### config.mk
export PLATFORM = sky130hd
export DESIGN_NAME = turfio_cout_parallel_tx
export DESIGN_NICKNAME = d
export VERILOG_FILES = /design/src/rtl/turfio_pkg.sv /design/src/rtl/cout_hword_fifo.sv /design/src/rtl/turfio_cout_parallel_tx.sv
export SDC_FILE = /design/constraint.sdc
export NUM_CORES = 1
export LEC_CHECK = 0
export BUFFER_PORTS_ARGS = -buffer_cell sky130_fd_sc_hd__buf_2
export CAP_MARGIN = 20
export CORE_MARGIN = 8
export CORE_UTILIZATION = 46
export CTS_BUF_LIST = sky130_fd_sc_hd__clkbuf_8
export DETAILED_ROUTE_END_ITERATION = 7
export GPL_TIMING_DRIVEN = 0
export PLACE_DENSITY = 0.71
export SLEW_MARGIN = 20
export SYNTH_ARGS = -nofsm -noshare
export SYNTH_HDL_FRONTEND = slang
export SYNTH_SLANG_ARGS = --single-unit
### constraint.sdc
create_clock -name ifclk_i -period 3.87 [get_ports ifclk_i]
set_clock_uncertainty 0.15 [all_clocks]
set_input_delay 0.1935 -clock ifclk_i [delete_from_list [all_inputs] [get_ports ifclk_i]]
set_output_delay 0.1935 -clock ifclk_i [all_outputs]
set_load 0.005 [all_outputs]
### src/rtl/turfio_pkg.sv
// Constants and types shared by both ends of the TURFIO parallel COUT/CIN link.
package turfio_pkg;

  localparam logic [31:0] TRAIN_SEQUENCE_DEFAULT = 32'hA55A6996;
  localparam logic [15:0] IDLE_HWORD_DEFAULT     = 16'h0000;
  localparam int          IFCLK_PHASES           = 8;

  typedef logic [2:0] ifclk_phase_t;

  // Counter value one cycle after the buffered phase pulse; the receiver uses
  // the same constant so a given offset_i means the same thing on both ends.
  localparam ifclk_phase_t PHASE_RELOAD = 3'd2;

  function automatic logic [31:0] pack_frame(
    input logic [15:0] head0,
    input logic [15:0] head1,
    input logic [15:0] idle,
    input logic        has1,
    input logic        has2
  );
    return {(has2 ? head1 : idle), (has1 ? head0 : idle)};
  endfunction

endpackage

### src/rtl/cout_hword_fifo.sv
// Halfword queue with a single push port and a 0/1/2-entry pop per cycle;
// exposes the two oldest entries so a whole frame can be built in one cycle.
module cout_hword_fifo #(
  parameter int DEPTH = 4,
  parameter int WIDTH = 16
) (
  input  logic                   clk,
  input  logic                   rst,
  input  logic                   flush,
  input  logic                   push,
  input  logic [WIDTH-1:0]       din,
  input  logic [1:0]             pop,
  output logic [WIDTH-1:0]       head0,
  output logic [WIDTH-1:0]       head1,
  output logic [$clog2(DEPTH):0] count
);

  localparam int AW = $clog2(DEPTH);

  logic [WIDTH-1:0] r_mem [DEPTH];
  logic [AW-1:0]    r_wr_ptr;
  logic [AW-1:0]    r_rd_ptr;
  logic [AW-1:0]    w_rd_ptr_p1;
  logic [AW:0]      r_count;

  assign w_rd_ptr_p1 = r_rd_ptr + AW'(1);
  assign head0       = r_mem[r_rd_ptr];
  assign head1       = r_mem[w_rd_ptr_p1];
  assign count       = r_count;

  always_ff @(posedge clk) begin
    if (push && !flush) begin
      r_mem[r_wr_ptr] <= din;
    end
  end

  // The caller never pops more than count, so pop and push can be summed
  // freely even when both happen in the same cycle.
  always_ff @(posedge clk or posedge rst) begin
    if (rst) begin
      r_wr_ptr <= '0;
      r_rd_ptr <= '0;
      r_count  <= '0;
    end else if (flush) begin
      r_wr_ptr <= '0;
      r_rd_ptr <= '0;
      r_count  <= '0;
    end else begin
      if (push) begin
        r_wr_ptr <= r_wr_ptr + AW'(1);
      end
      r_rd_ptr <= r_rd_ptr + AW'(pop);
      r_count  <= r_count + (AW + 1)'(push) - (AW + 1)'(pop);
    end
  end

endmodule

### src/rtl/turfio_cout_parallel_tx.sv
// COUT parallel transmitter: one 32-bit frame per 8 IFCLK cycles, sent 4 bits
// per cycle LSB-first, aligned to the IFCLK phase plus a programmable offset.
module turfio_cout_parallel_tx
  import turfio_pkg::*;
#(
  parameter logic [31:0] TRAIN_SEQUENCE = TRAIN_SEQUENCE_DEFAULT,
  parameter logic [15:0] IDLE_HWORD     = IDLE_HWORD_DEFAULT,
  parameter int          FIFO_DEPTH     = 4
) (
  input  logic        ifclk_i,
  input  logic        rst_i,
  input  logic        ifclk_phase_i,
  input  logic [2:0]  offset_i,
  input  logic        enable_i,
  input  logic        train_i,
  input  logic [15:0] dat_i,
  input  logic        dat_valid_i,
  output logic        dat_ready_o,
  output logic [3:0]  cout_o,
  output logic        frame_start_o,
  output logic        training_o
);

  localparam int            CW      = $clog2(FIFO_DEPTH) + 1;
  localparam logic [CW-1:0] DEPTH_C = CW'(FIFO_DEPTH);

  logic         r_alive;
  logic         r_phase_buf;
  ifclk_phase_t r_phase_cnt;
  logic         r_load;
  logic [31:0]  r_shift;
  logic         r_frame_start;
  logic         r_training;

  logic [CW-1:0] w_count;
  logic [15:0]   w_head0;
  logic [15:0]   w_head1;
  logic          w_data_mode;
  logic          w_has1;
  logic          w_has2;
  logic          w_push;
  logic [1:0]    w_pop;
  logic [31:0]   w_word;

  assign w_data_mode = enable_i && !train_i;
  assign w_has1      = (w_count != '0);
  assign w_has2      = (w_count > CW'(1));
  assign w_word      = w_data_mode ? pack_frame(w_head0, w_head1, IDLE_HWORD, w_has1, w_has2)
                                   : TRAIN_SEQUENCE;

  // r_alive keeps ready low through reset and until the first edge after it.
  assign dat_ready_o = r_alive && enable_i && (w_count < DEPTH_C);
  assign w_push      = dat_valid_i && dat_ready_o;

  always_comb begin
    w_pop = 2'd0;
    if (r_load && w_data_mode) begin
      w_pop = w_has2 ? 2'd2 : {1'b0, w_has1};
    end
  end

  cout_hword_fifo #(
    .DEPTH (FIFO_DEPTH),
    .WIDTH (16)
  ) u_fifo (
    .clk   (ifclk_i),
    .rst   (rst_i),
    .flush (!enable_i),
    .push  (w_push),
    .din   (dat_i),
    .pop   (w_pop),
    .head0 (w_head0),
    .head1 (w_head1),
    .count (w_count)
  );

  // Between loads the shift register drains with zero fill, so an offset
  // change only stretches or truncates one frame.
  always_ff @(posedge ifclk_i or posedge rst_i) begin
    if (rst_i) begin
      r_alive       <= 1'b0;
      r_phase_buf   <= 1'b0;
      r_phase_cnt   <= '0;
      r_load        <= 1'b0;
      r_shift       <= '0;
      r_frame_start <= 1'b0;
      r_training    <= 1'b1;
    end else begin
      r_alive       <= 1'b1;
      r_phase_buf   <= ifclk_phase_i;
      r_phase_cnt   <= r_phase_buf ? PHASE_RELOAD : r_phase_cnt + 3'd1;
      r_load        <= (r_phase_cnt == offset_i);
      r_frame_start <= r_load;
      if (r_load) begin
        r_shift    <= w_word;
        r_training <= !w_data_mode;
      end else begin
        r_shift <= {4'h0, r_shift[31:4]};
      end
    end
  end

  assign cout_o        = r_shift[3:0];
  assign frame_start_o = r_frame_start;
  assign training_o    = r_training;

endmodule
==> flow_metrics.tcl <==
set metrics [dict create \
    antenna_cells 0 \
    hold_depth 3 \
    post-route-util_pct 54.8 \
    cts_tree "built" \
    clock-sinks 111 \
    fin_crit_sh_pct 67.5 \
    drt_wl_total_um 9430 \
    clockBufferDepth 2 \
    chipWidth_um 119 \
    drv_slew 0 \
    worst_path_largest_cell_delay_ns 0.53 \
    drc 0 \
    layout_common_cells "64 x edfxtp_1, 46 x dfrtp_1, 38 x buf_2" \
    syn_nets 342 \
    grt_max_degree 34 \
    synth_top_area_cell "edfxtp_1" \
    grt_pass1_vias 2908 \
    max_slew_margin_pct 34.8 \
    rsz0062_at_grt "false" \
    layout.nets 405 \
    min_path_type "in2reg" \
    crit_chain "dlygate4sd3_1 -> buf_2 -> and3b_1 -> buf_2 -> nand2_1 -> ha_1 -> inv_1 -> fa_1 -> xor2_1 -> and2_1 -> nor3_1" \
    vias 2727 \
    tns_ns 0 \
    cts_setup_buffers 0 \
    place_ws_ns 1.30 \
    arrival_ns 2.75 \
    path_delay_family "buffers and inverters" \
    drive_gt1_share_pct 27.1 \
    peakVddDrop_uv 218 \
    place_area_mm2 0.00523 \
    yosys_register_bits 111 \
    wl_per_cell_um 18.4 \
    grt_use_total_pct 13.8 \
    vias_per_cell 5.33 \
    synth_warnings 0 \
    syn_area_per_cell_um2 15.9 \
    io_pins 32 \
    cp_slowest_cell "dlygate4sd3_1" \
    worstPathRequired_ns 4.00 \
    synthArstFlopShare_pct 42.3 \
    portBuffers 31 \
    clk_pin_slew_ns 0.10 \
    synthCells 308 \
    critPathCaptureType "flip-flop" \
    path_class "in2reg" \
    nFillCells 834 \
    critPathLaunchType "input pin" \
    synthTopCellsByArea "edfxtp_1 39%, dfrtp_1 24%, mux2i_1 7.0%" \
    dpl.hpwl_um 6410 \
    postLayoutCellArea_mm2 0.00566 \
    worstSetupPathDepth 11 \
    drt_iter0_drc 112 \
    maxCapViolCount 0 \
    drtPass1Iterations 4 \
    power_leakage_uw 0.00218 \
    hold_viol 0 \
    fp.coreArea_mm2 0.0103 \
    status "completed" \
    worst_r2r_path_depth 10 \
    syn_area_mm2 0.00488 \
    cp_max_fo 10 \
    power.density_mw_per_mm2 423 \
    cpMostUsedCell "buf_2" \
    htree_levels 3 \
    period_minus_slack_ns 2.61 \
    grt_pass1_wl_um 15300 \
    finalSetupViolCount 0 \
    numCtsBuffers 9 \
    yosysTopAreaCellShare_pct 39.4 \
    path_buf_inv 4 \
    die_h_um 119 \
    routabilityCongestion 0.792 \
    fmax_ghz 0.383 \
    tightest_slew_ns 0.978 \
    synthFlopType "edfxtp_1" \
    detail-route-antenna-nets 0 \
    dieArea_mm2 0.0142 \
    yosysSeqAreaShare_pct 63.5 \
    final_common_cell "edfxtp_1" \
    cts-root-buf "clkbuf_8" \
    antenna_found_initial 0 \
    finalPower_uw 2400 \
    synth-edff-count 64 \
    core.rowCount 37 \
    grt_overflow_total 0 \
    area_growth_pct 15.8 \
    setup_ws_ns 1.26 \
    synth_cell_types 43 \
    clk_latency_ns 0.37 \
    start_util_pct 47.3 \
]
## power breakdown
| group | switching [µW] | internal (µW) | total (µW) |
|---|---|---|---|
| sequential | 32.9 | 1340 | 1370 |
| combinational | 116 | 137 | 253 |
| clock | 395 | 374 | 769 |
## area by class of cell
cell class / instances / area, µm² / area share, %
timing repair buffer: 52 / 375 / 6.64
tap: 136 / 170 / 3.01
clock inverter: 7 / 104 / 1.84
clock buffer: 9 / 124 / 2.19
inverter: 22 / 82.6 / 1.46
sequential: 111 / 3100 / 54.8
multi-input combinational: 154 / 1530 / 27.0
buffer: 21 / 174 / 3.07
## per-layer routing
layer / vias to the layer above / routed length (µm) / track usage, %
met1: 1395 / 4090 / 16.7
met5: - / 0 / 0
met4: 0 / 91 / 3.79
met3: 8 / 316 / 3.40
met2: 49 / 4930 / 23.9
li1: 1275 / - / -
## cell families after synthesis
| family | share of synthesized area (%) |
|---|---|
| DFF | 63.5 |
| muxes | 15.5 |
| and+or+nand+nor | 4.30 |
| buffers and inverters | 5.25 |
| adders and majority gates | 2.46 |
| xor gates and xnor gates | 1.43 |
| AOI/OAI and AO/OA | 7.51 |
| other | 0.0768 |
## path summary, 6_finish.rpt
path	slack, ns	end	from
min	0.005	r_load$_DFF_PP0_	offset_i[1]
min reg2reg	0.25	frame_start_o$_DFF_PP0_	r_load$_DFF_PP0_
max in group asynchronous	2.90	r_shift[8]$_DFF_PP0_	rst_i
max reg2reg	1.27	u_fifo.count[2]$_DFF_PP0_	r_load$_DFF_PP0_
min in group asynchronous	0.18	frame_start_o$_DFF_PP0_	rst_i
max	1.26	u_fifo.count[2]$_DFF_PP0_	enable_i
## per-stage QoR
step,hold WS (ns),instances
after floorplan,0.0749,308
after global placement,0.160,475
after detailed placement,0.0268,476
after CTS,0.00863,512
after global routing,0.0163,512
final,0.00483,512
## Yosys cell counts (2+ instances only)
cell type	n
and2_1	7
edfxtp_1	64
nand3_1	6
and3_1	2
nand2_1	4
inv_1	22
o221a_1	3
mux4_2	6
mux4_1	6
mux2i_1	34
clkbuf_1	3
o22a_1	6
o221a_2	5
o21ai_0	2
o21ai_2	2
dfrtp_1	46
xnor2_1	3
ha_1	8
o22ai_1	7
nor2_1	11
buf_12	3
mux2_2	11
buf_2	7
o22ai_2	10
buf_4	5
nor3_1	2
o21ai_1	3
xor2_1	5
## state kept, by name, summed over array words and instances (netlist names)
| signal | flops |
|---|---|
| frame_start_o | 1 |
| r_alive | 1 |
| r_load | 1 |
| r_phase_buf | 1 |
| r_phase_cnt | 3 |
| r_shift | 32 |
| training_o | 1 |
| u_fifo.count | 3 |
| u_fifo.r_mem | 64 |
| u_fifo.r_rd_ptr | 2 |
| u_fifo.r_wr_ptr | 2 |
## tightest hold or removal path: stages
cell and delay (ns):
buf_2 0.09, xor2_1 0.14, nor3_1 0.07
## repair_timing
action                                  in CTS  in global routing
endpoints found under the hold margin      115                  0
hold buffers                                20                  0
gates resized for setup                      0                  0
endpoints found under the setup margin       0                  0
Power figures use the tool's default switching activity.
